### src/rtl/alu_drv_pkg.sv
// Shared definitions for the ALU command driver.
// Contents: FSM state type, command-word field positions, widths,
// default signature polynomial/seed and a command packing helper.
package alu_drv_pkg;

  typedef enum logic [1:0] {
    IDLE   = 2'd0,
    SETTLE = 2'd1,
    DONE   = 2'd2
  } state_t;

  localparam int CMD_W   = 8;
  localparam int SIG_W   = 16;
  localparam int SEL_LSB = 5;
  localparam int A_LSB   = 2;
  localparam int B_LSB   = 0;

  localparam logic [SIG_W-1:0] DEF_SIG_POLY = 16'h1021;
  localparam logic [SIG_W-1:0] DEF_SIG_SEED = 16'hFFFF;

  // Command word layout: [7:5]=sel, [4:2]=A, [1:0]=B
  function automatic logic [CMD_W-1:0] pack_cmd(input logic [2:0] sel,
                                                input logic [2:0] a,
                                                input logic [1:0] b);
    logic [CMD_W-1:0] w;
    w = '0;
    w[SEL_LSB +: 3] = sel;
    w[A_LSB   +: 3] = a;
    w[B_LSB   +: 2] = b;
    return w;
  endfunction

endpackage

### src/rtl/alu_drv_misr.sv
// Signature register for the ALU command driver.
// Folds each captured result byte into a 16-bit signature:
//   sig <= ((sig << 1) ^ (sig[15] ? POLY : 0)) ^ {8'h00, data}
// Ports:
//   clk     - system clock, rising edge
//   rst     - asynchronous active-high reset (signature -> SEED)
//   clear   - reload SEED (new run accepted)
//   capture - fold data into the signature
//   data    - result byte being captured
//   sig     - current signature
module alu_drv_misr
  import alu_drv_pkg::*;
#(
  parameter logic [SIG_W-1:0] POLY = DEF_SIG_POLY,
  parameter logic [SIG_W-1:0] SEED = DEF_SIG_SEED
) (
  input  logic             clk,
  input  logic             rst,
  input  logic             clear,
  input  logic             capture,
  input  logic [7:0]       data,
  output logic [SIG_W-1:0] sig
);

  logic [SIG_W-1:0] sig_reg;
  logic [SIG_W-1:0] sig_next;

  always_comb begin
    sig_next = sig_reg;
    if (clear) begin
      sig_next = SEED;
    end else if (capture) begin
      sig_next = ({sig_reg[SIG_W-2:0], 1'b0} ^ (sig_reg[SIG_W-1] ? POLY : '0))
                 ^ {{(SIG_W-8){1'b0}}, data};
    end
  end

  always_ff @(posedge clk or posedge rst) begin
    if (rst) sig_reg <= SEED;
    else     sig_reg <= sig_next;
  end

  assign sig = sig_reg;

endmodule

### src/rtl/alu_cmd_driver.sv
// Initiator for the packed ALU command interface.
// Drives an 8-bit command word {sel,A,B} to the ALU wrapper, waits
// SETTLE_CYCLES, samples the result byte and folds it into a signature.
// Single-op mode or a sweep of all 256 codes back-to-back.
// Optional feature macro: ALU_DRV_MISR_EN (signature register present;
// when undefined the signature output is constant zero).
// Ports:
//   clk, rst          - clock, asynchronous active-high reset
//   start, sweep      - run request (sampled in IDLE), mode latched with it
//   cmd_sel/a/b       - single-mode command fields
//   alu_cmd           - command word to ALU wrapper
//   alu_result        - result byte from ALU wrapper
//   res_valid/data    - one-cycle pulse with captured result
//   busy, done        - run in progress / completion pulse
//   signature         - running signature
module alu_cmd_driver
  import alu_drv_pkg::*;
#(
  parameter int unsigned       SETTLE_CYCLES = 2,
  parameter logic [SIG_W-1:0]  SIG_POLY      = DEF_SIG_POLY,
  parameter logic [SIG_W-1:0]  SIG_SEED      = DEF_SIG_SEED
) (
  input  logic             clk,
  input  logic             rst,
  input  logic             start,
  input  logic             sweep,
  input  logic [2:0]       cmd_sel,
  input  logic [2:0]       cmd_a,
  input  logic [1:0]       cmd_b,
  output logic [CMD_W-1:0] alu_cmd,
  input  logic [CMD_W-1:0] alu_result,
  output logic             res_valid,
  output logic [CMD_W-1:0] res_data,
  output logic             busy,
  output logic             done,
  output logic [SIG_W-1:0] signature
);

  localparam logic [3:0] SETTLE_LAST = 4'(SETTLE_CYCLES);

  state_t           state_reg, state_next;
  logic [3:0]       cnt_reg, cnt_next;
  logic [7:0]       idx_reg, idx_next;
  logic             sweep_reg, sweep_next;
  logic [CMD_W-1:0] alu_cmd_reg, alu_cmd_next;
  logic [CMD_W-1:0] res_data_reg, res_data_next;
  logic             res_valid_reg, res_valid_next;
  logic             capture;

  // Result is sampled on the edge at which the counter already holds SETTLE_CYCLES
  assign capture = (state_reg == SETTLE) && (cnt_reg == SETTLE_LAST);

  always_comb begin
    state_next     = state_reg;
    cnt_next       = cnt_reg;
    idx_next       = idx_reg;
    sweep_next     = sweep_reg;
    alu_cmd_next   = alu_cmd_reg;
    res_data_next  = res_data_reg;
    res_valid_next = 1'b0;
    case (state_reg)
      IDLE: begin
        if (start) begin
          sweep_next   = sweep;
          alu_cmd_next = sweep ? '0 : pack_cmd(cmd_sel, cmd_a, cmd_b);
          cnt_next     = '0;
          idx_next     = '0;
          state_next   = SETTLE;
        end
      end
      SETTLE: begin
        if (capture) begin
          res_data_next  = alu_result;
          res_valid_next = 1'b1;
          if (sweep_reg && (idx_reg != 8'hFF)) begin
            // Next code goes out on the capture edge so ops run back-to-back
            idx_next     = idx_reg + 8'd1;
            alu_cmd_next = idx_reg + 8'd1;
            cnt_next     = '0;
          end else begin
            state_next = DONE;
          end
        end else begin
          cnt_next = cnt_reg + 4'd1;
        end
      end
      DONE: begin
        state_next = IDLE;
      end
      default: begin
        state_next = IDLE;
      end
    endcase
  end

  always_ff @(posedge clk or posedge rst) begin
    if (rst) begin
      state_reg     <= IDLE;
      cnt_reg       <= '0;
      idx_reg       <= '0;
      sweep_reg     <= 1'b0;
      alu_cmd_reg   <= '0;
      res_data_reg  <= '0;
      res_valid_reg <= 1'b0;
    end else begin
      state_reg     <= state_next;
      cnt_reg       <= cnt_next;
      idx_reg       <= idx_next;
      sweep_reg     <= sweep_next;
      alu_cmd_reg   <= alu_cmd_next;
      res_data_reg  <= res_data_next;
      res_valid_reg <= res_valid_next;
    end
  end

  assign alu_cmd   = alu_cmd_reg;
  assign res_data  = res_data_reg;
  assign res_valid = res_valid_reg;
  assign busy      = (state_reg != IDLE);
  assign done      = (state_reg == DONE);

`ifdef ALU_DRV_MISR_EN
  alu_drv_misr #(
    .POLY (SIG_POLY),
    .SEED (SIG_SEED)
  ) u_misr (
    .clk     (clk),
    .rst     (rst),
    .clear   ((state_reg == IDLE) && start),
    .capture (capture),
    .data    (alu_result),
    .sig     (signature)
  );
`else
  // Masking keeps the signature parameters referenced in this build
  assign signature = {SIG_W{1'b0}} & (SIG_POLY | SIG_SEED);
`endif

endmodule
### config.mk
export PLATFORM = sky130hd
export DESIGN_NAME = alu_cmd_driver
export DESIGN_NICKNAME = d
export VERILOG_FILES = /design/src/rtl/alu_drv_pkg.sv /design/src/rtl/alu_drv_misr.sv /design/src/rtl/alu_cmd_driver.sv
export SDC_FILE = /design/constraint.sdc
export NUM_CORES = 1
export LEC_CHECK = 0
export ABC_AREA = 1
export ABC_CLOCK_PERIOD_IN_PS = 2000
export BUFFER_PORTS_ARGS = -buffer_cell sky130_fd_sc_hd__buf_2
export CORE_UTILIZATION = 50
export CTS_CLUSTER_DIAMETER = 30
export DETAILED_ROUTE_END_ITERATION = 12
export HOLD_SLACK_MARGIN = 0.1
export PLACE_DENSITY = 0.89
export RECOVER_POWER = 50
export REMOVE_ABC_BUFFERS = 1
export SYNTH_ARGS = -nofsm -noshare
export SYNTH_HDL_FRONTEND = slang
export SYNTH_SLANG_ARGS = --single-unit
### constraint.sdc
create_clock -name clk -period 2 [get_ports clk]
set_input_delay 0.3 -clock clk [delete_from_list [all_inputs] [get_ports clk]]
set_output_delay 0.3 -clock clk [all_outputs]
set_load 0.01 [all_outputs]
# Word level (Yosys, flattened, before mapping)
# Index checks and enable logic that the tools add are counted.
# W data, S select, Z words.
[classes]
add_sub_neg = 2
n_eq_ne = 9
mux = 17
n_reduce_logical = 10
[op_table]
columns = ["operator", "count"]
rows = [
  ["$mux W8", 5],
  ["$pmux W8 S2", 2],
  ["$mux W4", 3],
  ["$add A8 B1 Y8 const B", 1],
  ["$ne A8 B8 Y1 const B", 1],
  ["$pmux W4 S2", 1],
  ["$mux W2", 3],
  ["$ne A2 B2 Y1 const B", 3],
  ["$reduce_and A3 Y1", 2],
  ["$add A4 B1 Y4 const B", 1],
  ["$eq A4 B2 Y1 const B", 1],
  ["$pmux W2 S2", 1],
  ["$reduce_and A2 Y1", 2],
  ["$reduce_and A4 Y1", 1],
  ["$reduce_bool A2 Y1", 2],
  ["$ne A3 B2 Y1 const B", 1],
  ["$eq A2 B1 Y1 const B", 1],
  ["$eq A2 B2 Y1 const B", 1],
  ["$logic_and A1 B1 Y1", 2],
  ["$logic_not A2 Y1", 1],
  ["$mux W1", 2],
  ["$ne A2 B1 Y1 const B", 1],
]
[word_totals]
regBits = 32
input_bits = 20
out_inout_bits = 35
elab_cells = 45

# Longest topological paths before layout
# Gate-level depths: netlist of run 1.
[logic_depth]
depth_word = 5
mapped_depth = 10
depth_no_buf = 9

# Least setup slack after synthesis of run 1
# No wires, ideal clock.
[synth_path]
path_kind = "register to register"
start = "register cnt_reg[0]"
end = "register idx_reg[2]"
setup_time_ps = 127
arrival_time_ps = 1268
t_required_ps = 1873
path_slack_ps = 605
path_stages_with_launch = 11
n_path_buf = 1
period_less_slack_ps = 1395
path_cell_list = "dfrtp_1 > inv_1 > ha_1 > nand2_1 > nor2_4 > inv_2 > nand2_4 > nand2_4 > buf_12 > nand2_1 > o21ai_2"
[synth_between]
elab_chain_len = 4
[synth_rtl]
columns = ["element", "line_no", "rtl"]
rows = [
  ["start, declared", "alu_cmd_driver.sv:42", "logic [3:0] cnt_reg, cnt_next;"],
  ["start signal, assigned", "alu_cmd_driver.sv:107", "cnt_reg <= cnt_next;"],
  ["$eq A4 B2 Y1", "alu_cmd_driver.sv:51", "assign capture = (state_reg == SETTLE) && (cnt_reg == SETTLE_LAST);"],
  ["$logic_and A1 B1 Y1", "alu_cmd_driver.sv:51", ""],
  ["$ne A2 B2 Y1 (no source line)", "--", ""],
  ["$reduce_and A4 Y1 (no source line)", "--", ""],
  ["end signal, assigned", "alu_cmd_driver.sv:108", "idx_reg <= idx_next;"],
  ["end, declared", "alu_cmd_driver.sv:43", "logic [7:0] idx_reg, idx_next;"],
]
# Every way passes these cells.
# A chain may end at the register's enable or synchronous reset.

# Final worst setup path of run 1
[layout_path]
start = "register cnt_reg[0]"
end = "register alu_cmd_reg[1] (netlist: alu_cmd[1])"
[layout_between]
elab_chain_len = 4
[layout_rtl]
columns = ["element", "line_no", "rtl"]
rows = [
  ["$eq A4 B2 Y1", "alu_cmd_driver.sv:51", ""],
  ["$logic_and A1 B1 Y1", "alu_cmd_driver.sv:51", ""],
  ["$ne A2 B2 Y1 (no source line)", "--", ""],
  ["$reduce_and A4 Y1 (no source line)", "--", ""],
  ["end signal, assigned", "alu_cmd_driver.sv:110", "alu_cmd_reg <= alu_cmd_next;"],
  ["end, declared", "alu_cmd_driver.sv:45", "logic [CMD_W-1:0] alu_cmd_reg, alu_cmd_next;"],
]
# Every way passes these cells.

==> results of run 1 <==
power by group:
part | leakage (nW) | internal, mW | total [mW] | switching (mW)
Clock | 0.0380 | 0.167 | 0.387 | 0.220
Combinational | 0.622 | 0.351 | 0.979 | 0.628
Sequential | 0.414 | 0.872 | 1.03 | 0.157
Total | 1.07 | 1.39 | 2.39 | 1.00
through the flow:
stage | cells | hold WS [ps] | total power [mW] | area (sq um) | utilization [%]
floorplan | 207 | 410 | 1.72 | 1630 | -
global placement | 293 | 398 | 2.01 | 1900 | 56.8
detailed placement | 293 | 419 | 2.05 | 1900 | 56.8
CTS | 302 | 149 | 2.43 | 1970 | 58.9
global route | 302 | 161 | 2.61 | 1950 | 58.5
finish | 302 | 153 | 2.39 | 1950 | 58.5
kinds of logic (layout without fill, tap and decap cells):
logic type	after synthesis	in the layout	share of synthesized area, %
AOI/OAI and AO/OA	23	23	9.35
xor gates and xnor gates	2	2	1.01
adders and majority gates	3	3	2.16
buffers and inverters	34	64	12.6
DFF	32	32	46.0
other	1	16	0.216
and+or+nand+nor	116	116	28.6
worst max-delay path: cells and delay by family (launching register included):
kind / cells / cell delay, ps
AO/OA/AOI/OAI: 1 / 60
adder cells (fa/ha/maj): 1 / 150
buffers and inverters: 2 / 240
flip-flops: 1 / 430
AND/OR/NAND/NOR: 5 / 780
metal layers:
metal  up-vias  global-route usage [%]  share of wire, %
li1        714                       -                 -
met1       635                    25.5                48
met2        41                    31.1                47
met3         6                    5.33               4.0
met4         0                    8.44               1.0
met5         -                       0                 0
timing repair:
action	CTS	global route
setup endpoints to repair	0	0
buffers inserted	0	0
hold buffers	1	0
hold endpoints to repair	32	0
how the worst max path moves through the flow:
| stage | startpoint | end | slack, ps | cells past startpoint |
|---|---|---|---|---|
| finish | cnt_reg[0] | alu_cmd[1] | 210 | 9 |
| global route | cnt_reg[0] | alu_cmd[3] | 30 | 8 |
| CTS | cnt_reg[0] | alu_cmd[7] | 200 | 8 |
| detailed placement | cnt_reg[0] | alu_cmd[7] | 230 | 8 |
| global placement | cnt_reg[0] | alu_cmd[0] | 350 | 9 |
| floorplan | cnt_reg[0] | idx_reg[2] | 490 | 9 |
cells in the final DEF, fill, tap and decap left out, types with 3 or more instances in the layout:
cell / n
nor2_1: 8
o21ai_0: 7
clkbuf_4: 5
conb_1: 16
nand3_1: 10
ha_1: 3
inv_1: 13
o21ai_2: 10
nand2_2: 6
dfrtp_1: 32
nand2_1: 87
clkbuf_1: 8
buf_2: 30
cell type report:
cell class,count,area (sq um)
fill,326,1390
sequential,32,801
multi-input combinational,160,773
timing repair buffer,41,203
tap,46,57.6
inverter,15,56.3
clock buffer,6,51.3
clock inverter,2,10.0
==> metrics.yaml, run 1 <==
outcome: "complete, no violations"
ys_seq_area_share_pct: 46.0
setup_viol_count_final: 0
grt_overflow: 0
fp.dieArea_sq_um: 3720
syn-cell-area_sq_um: 1740
drt_iter0_drc: 48
timing.final.hold_violations: 0
crit_required_ps: 2210
die_w_microns: 61.0
clock.fmax_mhz: 557
yosysMostFrequentCell: "nand2_1"
drc: 0
synth_common_cells: "nand2_1 (87), dfrtp_1 (32), buf_4 (16), inv_1 (13)"
grt_max_degree: 33
setup_tns_ps: 0
pre_cts_ws_ps: 228
place_congestion: 0.803
netlist_instances: 211
worstReg2RegEnd: "alu_cmd[1]"
port_buffers: 38
layout_setup_ws_ps: 206
synth_cell_type_count: 23
cts.path.max_buffers: 2
synth_top_area_share_pct: 46.0
vias: 1396
rsz0062_at_grt: "no"
worst_r2r_startpoint: "cnt_reg[0]"
worstHoldPathCells: 3
cts-root-buf: "clkbuf_4"
fp.coreArea_sq_um: 3340
htree_num_levels: 2
max_cap_viol_count: 0
drt_wl_total_mm: 3.15
finalCriticalPeriod_ps: 1790
wl_per_cell_microns: 10.4
cts_tree: "yes"
async_reset_ff_share_pct: 100
yosysWarnings: 0
period_share_pct: 89.7
die_y_microns: 61.0
postCtsResizedCells: 0
power.density_nw_per_um2: 1230
start_util_pct: 52.1
hpwlAfterDp_mm: 2.30
final_nets: 278
grt_pass1_wl_mm: 5.27
ir_drop_mv: 0.762
track_usage_pct: 19.7
ys_top_cells_by_area: "dfrtp_1 (46%), nand2_1 (19%), buf_4 (6.9%), o21ai_2 (5.0%), nand3_1 (2.9%)"
r2r_slack_ps: 210
ant_nets: 0
skew_ps: 14.9
numCtsBuffers: 5
holdCritStartpoint: "alu_result[4]"
endpoint_kind: "flip-flop"
crit_chain: "inv_1 -> ha_1 -> nand2_1 -> nor2_4 -> inv_2 -> nand2_4 -> nand2_4 -> nand2_1 -> o21ai_2"
synth-seq-cells: 32
synth_edf_count: 0
crit_path_max_fanout: 26
p_leak_nw: 1.07
drt_first_pass_iters: 4
slew_violations: 0
critical_path_class: "flip-flop to flip-flop"
antenna_found_initial: 0
hp-class: "input port to flip-flop"
synth_top_area_cell: "dfrtp_1"
path_clk_slew_ps: 110
diodes: 0
crit_slowest_cell: "dfrtp_1"
avgSynthCellArea_sq_um: 8.24
whs_endpoint: "res_data[4]"
clock_sinks: 32
tightest_slew_ps: 786
start_kind: "flip-flop"
rr_worst_depth: 9
yosys_most_used_dff: "dfrtp_1"
top_level_ports: 55
core.rowCount: 21
crit_arrival_ps: 2010
area.growth.synth_to_final_pct: 12.2
vias_per_cell: 4.62
clk_latency_ps: 340
grt_pass1_vias: 1267
max_stage_delay_ps: 430
drive_gt1_share_pct: 24.6
maxSlewHeadroom_pct: 47.6
Note: power is estimated with default switching activity, not from simulation.
==> run 2: changes to the inputs <==
ABC_CLOCK_PERIOD_IN_PS = 1600   (was 2000)
CORE_UTILIZATION = 45   (was 50)
PLACE_DENSITY = 0.85   (was 0.89)
clock period = 1.6 ns   (was 2 ns; I/O delays follow)
==> run 2 against run 1 <==
  * Non-clock buffer count grew 3
  * Cell count grew 2.0%
  * Utilization shrank 2.4 points
  * Register-to-register slack lost 90 ps
  * Critical path depth shrank 1
  * Critical endpoint is now alu_cmd[3]
  * Largest cell class is now multi-input gates
==> metrics.yaml, run 2 (synthesized netlist as in run 1, its figures left out) <==
layout_setup_ws_ps: 119
top_level_ports: 55
ant_nets: 0
slew_violations: 0
p_leak_nw: 1.10
htree_num_levels: 2
layout_common_cells: "nand2_1 (86), dfrtp_1 (32), buf_2 (30)"
cts_setup_buffers: 0
crit_arrival_ps: 1710
grt_overflow: 0
max_cap_viol_count: 0
diodes: 0
worstHoldPathCells: 3
hold_ws_ps: 152
final_cells: 308
critical_path_class: "flip-flop to flip-flop"
clock_sinks: 32
fin_util_pct: 56.1
rr_worst_depth: 8
finalCriticalPeriod_ps: 1480
drt_wl_total_mm: 3.58
vias_per_cell: 4.77
grt_pass1_wl_mm: 5.80
crit_path_max_fanout: 6
fp.dieArea_sq_um: 4120
grt_pass1_vias: 1333
path_clk_slew_ps: 60
cts_tree: "yes"
dp.cells: 298
pre_cts_ws_ps: -34.8
drive_gt1_share_pct: 27.3
p_int_mw: 2.05
mostFrequentLayoutCell: "nand2_1"
maxSlewHeadroom_pct: 48.4
p_seq_share_pct: 37.5
power.switching_mw: 1.40
period_share_pct: 92.6
die_w_microns: 64.2
drt_first_pass_iters: 4
timing.final.hold_violations: 0
fin_area_sq_um: 2070
clk_latency_ps: 290
cts.path.max_buffers: 2
p_comb_share_pct: 40.3
skew_ps: 5.28
area.growth.synth_to_final_pct: 19.1
tightest_slew_ps: 775
setup_viol_count_final: 0
core.rowCount: 22
final_nets: 282
rsz0062_at_grt: "yes"
outcome: "complete, no violations"
hpwlAfterDp_mm: 2.39
drc: 0
endpoint_kind: "flip-flop"
die_y_microns: 64.2
power.density_nw_per_um2: 1660
wl_per_cell_microns: 11.6
vias: 1470
crit_required_ps: 1830
fp.coreArea_sq_um: 3690
p_sw_share_pct: 40.5
start_util_pct: 47.2
cts-root-buf: "clkbuf_8"
port_buffers: 38
place_congestion: 0.875
total_power_mw: 3.45
antenna_found_initial: 0
placed_area_sq_um: 1920
start_kind: "flip-flop"
hp-class: "input port to flip-flop"
numCtsBuffers: 5
ir_drop_mv: 0.905
clock.fmax_mhz: 675
grt_max_degree: 33
track_usage_pct: 18.6
drt_iter0_drc: 70
setup_tns_ps: 0
p_clk_share_pct: 22.1
[run 2: routing by layer]
layer / up-vias / wire length [microns] / GRT usage (%) / share of wire (%)
met5: - / 0 / 0 / 0
met3: 9 / 223 / 5.54 / 6.2
met4: 0 / 70 / 8.06 / 2.0
met2: 61 / 1730 / 28.7 / 48
li1: 721 / - / - / -
met1: 679 / 1560 / 24.1 / 44
[run 2: power by group through the flow]
stage	logic, mW	clock network [mW]	registers (mW)
2_1_floorplan	0.792	0	1.36
3_3_place_gp	1.26	0	1.29
3_5_place_dp	1.30	0	1.30
4_1_cts	1.31	0.765	1.29
5_1_grt	1.57	0.812	1.33
6_report	1.39	0.763	1.29
[run 2: final timing paths]
kind                                    end  slack, ps     startpoint
worst max-delay path             alu_cmd[3]        120     idx_reg[0]
worst min-delay path            res_data[1]        150  alu_result[1]
worst max register to register   alu_cmd[3]        120     idx_reg[0]
worst min register to register  res_data[4]        470    res_data[4]
max in group asynchronous        idx_reg[1]        370            rst
min in group asynchronous         res_valid        740            rst
[run 2: layout make-up]
class	count	area (sq um)
Multi-Input combinational cell	161	821
Clock inverter	2	35.0
Clock buffer	6	72.6
Inverter	15	56.3
Fill cell	336	1620
Sequential cell	32	801
Tap cell	48	60.1
Timing Repair Buffer	44	225
[run 2: critical path, cell delays in order (launching register included)]
cell     delay (ps)
dfrtp_1         400
ha_2            210
nand2_1         100
nor2_2           50
nand2_1          80
nand2_2          90
a21oi_2         310
nand2_1         110
nand2_1          70
[run 2: repair_timing]
action                                 4_1_cts  5_1_grt
hold buffers                                 1        0
cloned                                       0        1
endpoints found under the hold margin       32        0
gates resized for setup                      1        6
setup endpoints to repair                    1       20
pin swaps                                    0        1
==> run 3: changes to the inputs <==
ABC_AREA = default   (was 1)
CORE_UTILIZATION = 46   (was 45)
PLACE_DENSITY = 0.86   (was 0.85)
==> run 3 against run 2 <==
  * The flow now finishes with violations (setup timing)
  * First-iteration DRC count is 84% higher
  * Clock skew is 3.2 ps higher
  * Worst hold slack worse by 8.3 ps
  * Combinational power is 100% higher
  * Die area hardly changed
  * Critical endpoint is now alu_cmd[7]
==> metrics.yaml, run 3 <==
grt_pass1_wl_mm: 7.82
fin_area_sq_um: 2660
p_int_mw: 3.09
maxSlewHeadroom_pct: 47.4
synth_edf_count: 0
ir_drop_mv: 1.09
fin_util_pct: 72.0
yosys_most_used_dff: "dfrtp_1"
htree_num_levels: 2
endpoint_kind: "flip-flop"
placed_area_sq_um: 2210
drt_wl_total_mm: 5.21
grt_pass1_vias: 1626
grt_overflow: 0
tightest_slew_ps: 789
drive_gt1_share_pct: 49.4
area.growth.synth_to_final_pct: 49.3
p_seq_share_pct: 27.5
path_clk_slew_ps: 60
track_usage_pct: 25.5
outcome: "finished with violations"
die_w_microns: 64.2
syn-cell-area_sq_um: 1780
cts-root-buf: "clkbuf_8"
worst-path-buf-inv: 4
clock_sinks: 32
wl_per_cell_microns: 16.3
p_sw_share_pct: 38.7
cp_common_cell: "buf_6"
layout_common_cells: "buf_2 (37), buf_4 (37), dfrtp_1 (31)"
finalCriticalPeriod_ps: 1690
setup_tns_ps: -744
layout_setup_ws_ps: -94.1
die_y_microns: 64.2
start_kind: "flip-flop"
hold_ws_ps: 143
total_power_mw: 5.04
p_comb_share_pct: 55.4
final_cells: 319
skew_ps: 8.50
synth_cell_type_count: 47
grt_max_degree: 33
synth_top_area_share_pct: 45.0
crit_slowest_cell: "dfrtp_1"
timing.final.hold_violations: 0
netlist_instances: 183
start_util_pct: 48.2
p_clk_share_pct: 17.0
port_buffers: 38
power.density_nw_per_um2: 1900
ys_seq_area_share_pct: 45.0
synth_top_area_cell: "dfrtp_1"
yosysWarnings: 0
p_leak_nw: 1.30
dp.cells: 298
crit_family: "buffers and inverters"
power.switching_mw: 1.95
crit_arrival_ps: 1870
top_level_ports: 55
pre_cts_ws_ps: -288
synth-seq-cells: 32
rsz0062_at_grt: "yes"
diodes: 0
core.rowCount: 22
async_reset_ff_share_pct: 100
final_nets: 293
drt_first_pass_iters: 4
drt_iter0_drc: 129
max_stage_delay_ps: 400
synth_common_cells: "dfrtp_1 (32), nand2_1 (32), buf_4 (17), o21ai_0 (11), mux2_2 (7)"
period_share_pct: 106
violations: "setup timing"
hpwlAfterDp_mm: 3.14
cts.path.max_buffers: 2
critical_path_class: "flip-flop to flip-flop"
numCtsBuffers: 5
ant_nets: 0
hp-class: "input port to flip-flop"
clock.fmax_mhz: 590
max_cap_viol_count: 0
drc: 0
crit_path_max_fanout: 8
place_congestion: 0.905
crit_chain: "buf_6 -> nor2b_1 -> buf_6 -> a21boi_4 -> nor2_4 -> buf_12 -> buf_4 -> o22a_1"
setup_viol_count_final: 13
avgSynthCellArea_sq_um: 9.72
fp.coreArea_sq_um: 3690
fp.dieArea_sq_um: 4120
vias_per_cell: 5.35
vias: 1707
clk_latency_ps: 290
slew_violations: 0
ys_top_cells_by_area: "dfrtp_1 (45%), buf_4 (7.2%), nand2_1 (6.8%), mux2_2 (4.4%), o21ai_0 (3.1%)"
cts_tree: "yes"
antenna_found_initial: 0
crit_required_ps: 1780
## run 3: kinds of logic after synthesis
logic type,count (synthesis),share of synthesized area (%)
compound gates,42,16.4
buf+inv,27,9.57
xor+xnor,3,1.48
flops,32,45.0
mux,8,5.00
other cells,1,0.211
fa+ha+maj,3,2.11
simple gates,67,20.2
## run 3: worst paths after layout
path | startpoint | slack [ps] | end | cells after the start
worst max-delay path | state_reg[0] | -90 | alu_cmd[7] | 8
worst min-delay path | alu_result[7] | 140 | res_data[7] | 3
worst max register to register | state_reg[0] | -90 | alu_cmd[7] | 8
worst min register to register | res_data[0] | 470 | res_data[0] | 2
max in group asynchronous | rst | 340 | idx_reg[3] | 4
min in group asynchronous | rst | 720 | idx_reg[2] | 4
## run 3: final cells by class
cell class / instances / area [sq um]
Clock buffer: 7 / 96.3
Clock inverter: 1 / 30.0
Fill cell: 278 / 1030
Inverter: 4 / 15.0
Multi-Input combinational cell: 139 / 1040
Sequential cell: 32 / 802
Tap cell: 48 / 60.1
Timing Repair Buffer: 88 / 614
## run 3: worst min-delay path, stage by stage
cell and delay [ps]:
buf_2 70, nand2_1 40, nand2_1 50
## run 3: power by group through the flow
stage          combinational, mW  sequential (mW)  clock [mW]
2_1_floorplan              0.980             1.47           0
6_report                    2.79             1.39       0.859
4_1_cts                     2.33             1.35       0.864
5_1_grt                     3.01             1.42       0.896
3_5_place_dp                2.08             1.34           0
3_3_place_gp                2.00             1.33           0
## run 3: layer usage
layer	vias up	GRT usage, %	part of all wire, %
met5	-	0	0
met2	86	45.9	54
li1	790	-	-
met4	0	8.61	2.8
met1	814	29.2	36
met3	17	6.61	6.7
## run 3: repair_timing
action                                 CTS  global route
gates resized for setup                 24            29
endpoints found under the hold margin   32             0
setup buffers                            4             8
setup endpoints to repair               19            28
pin swaps                               11            11
hold buffers                             1             0
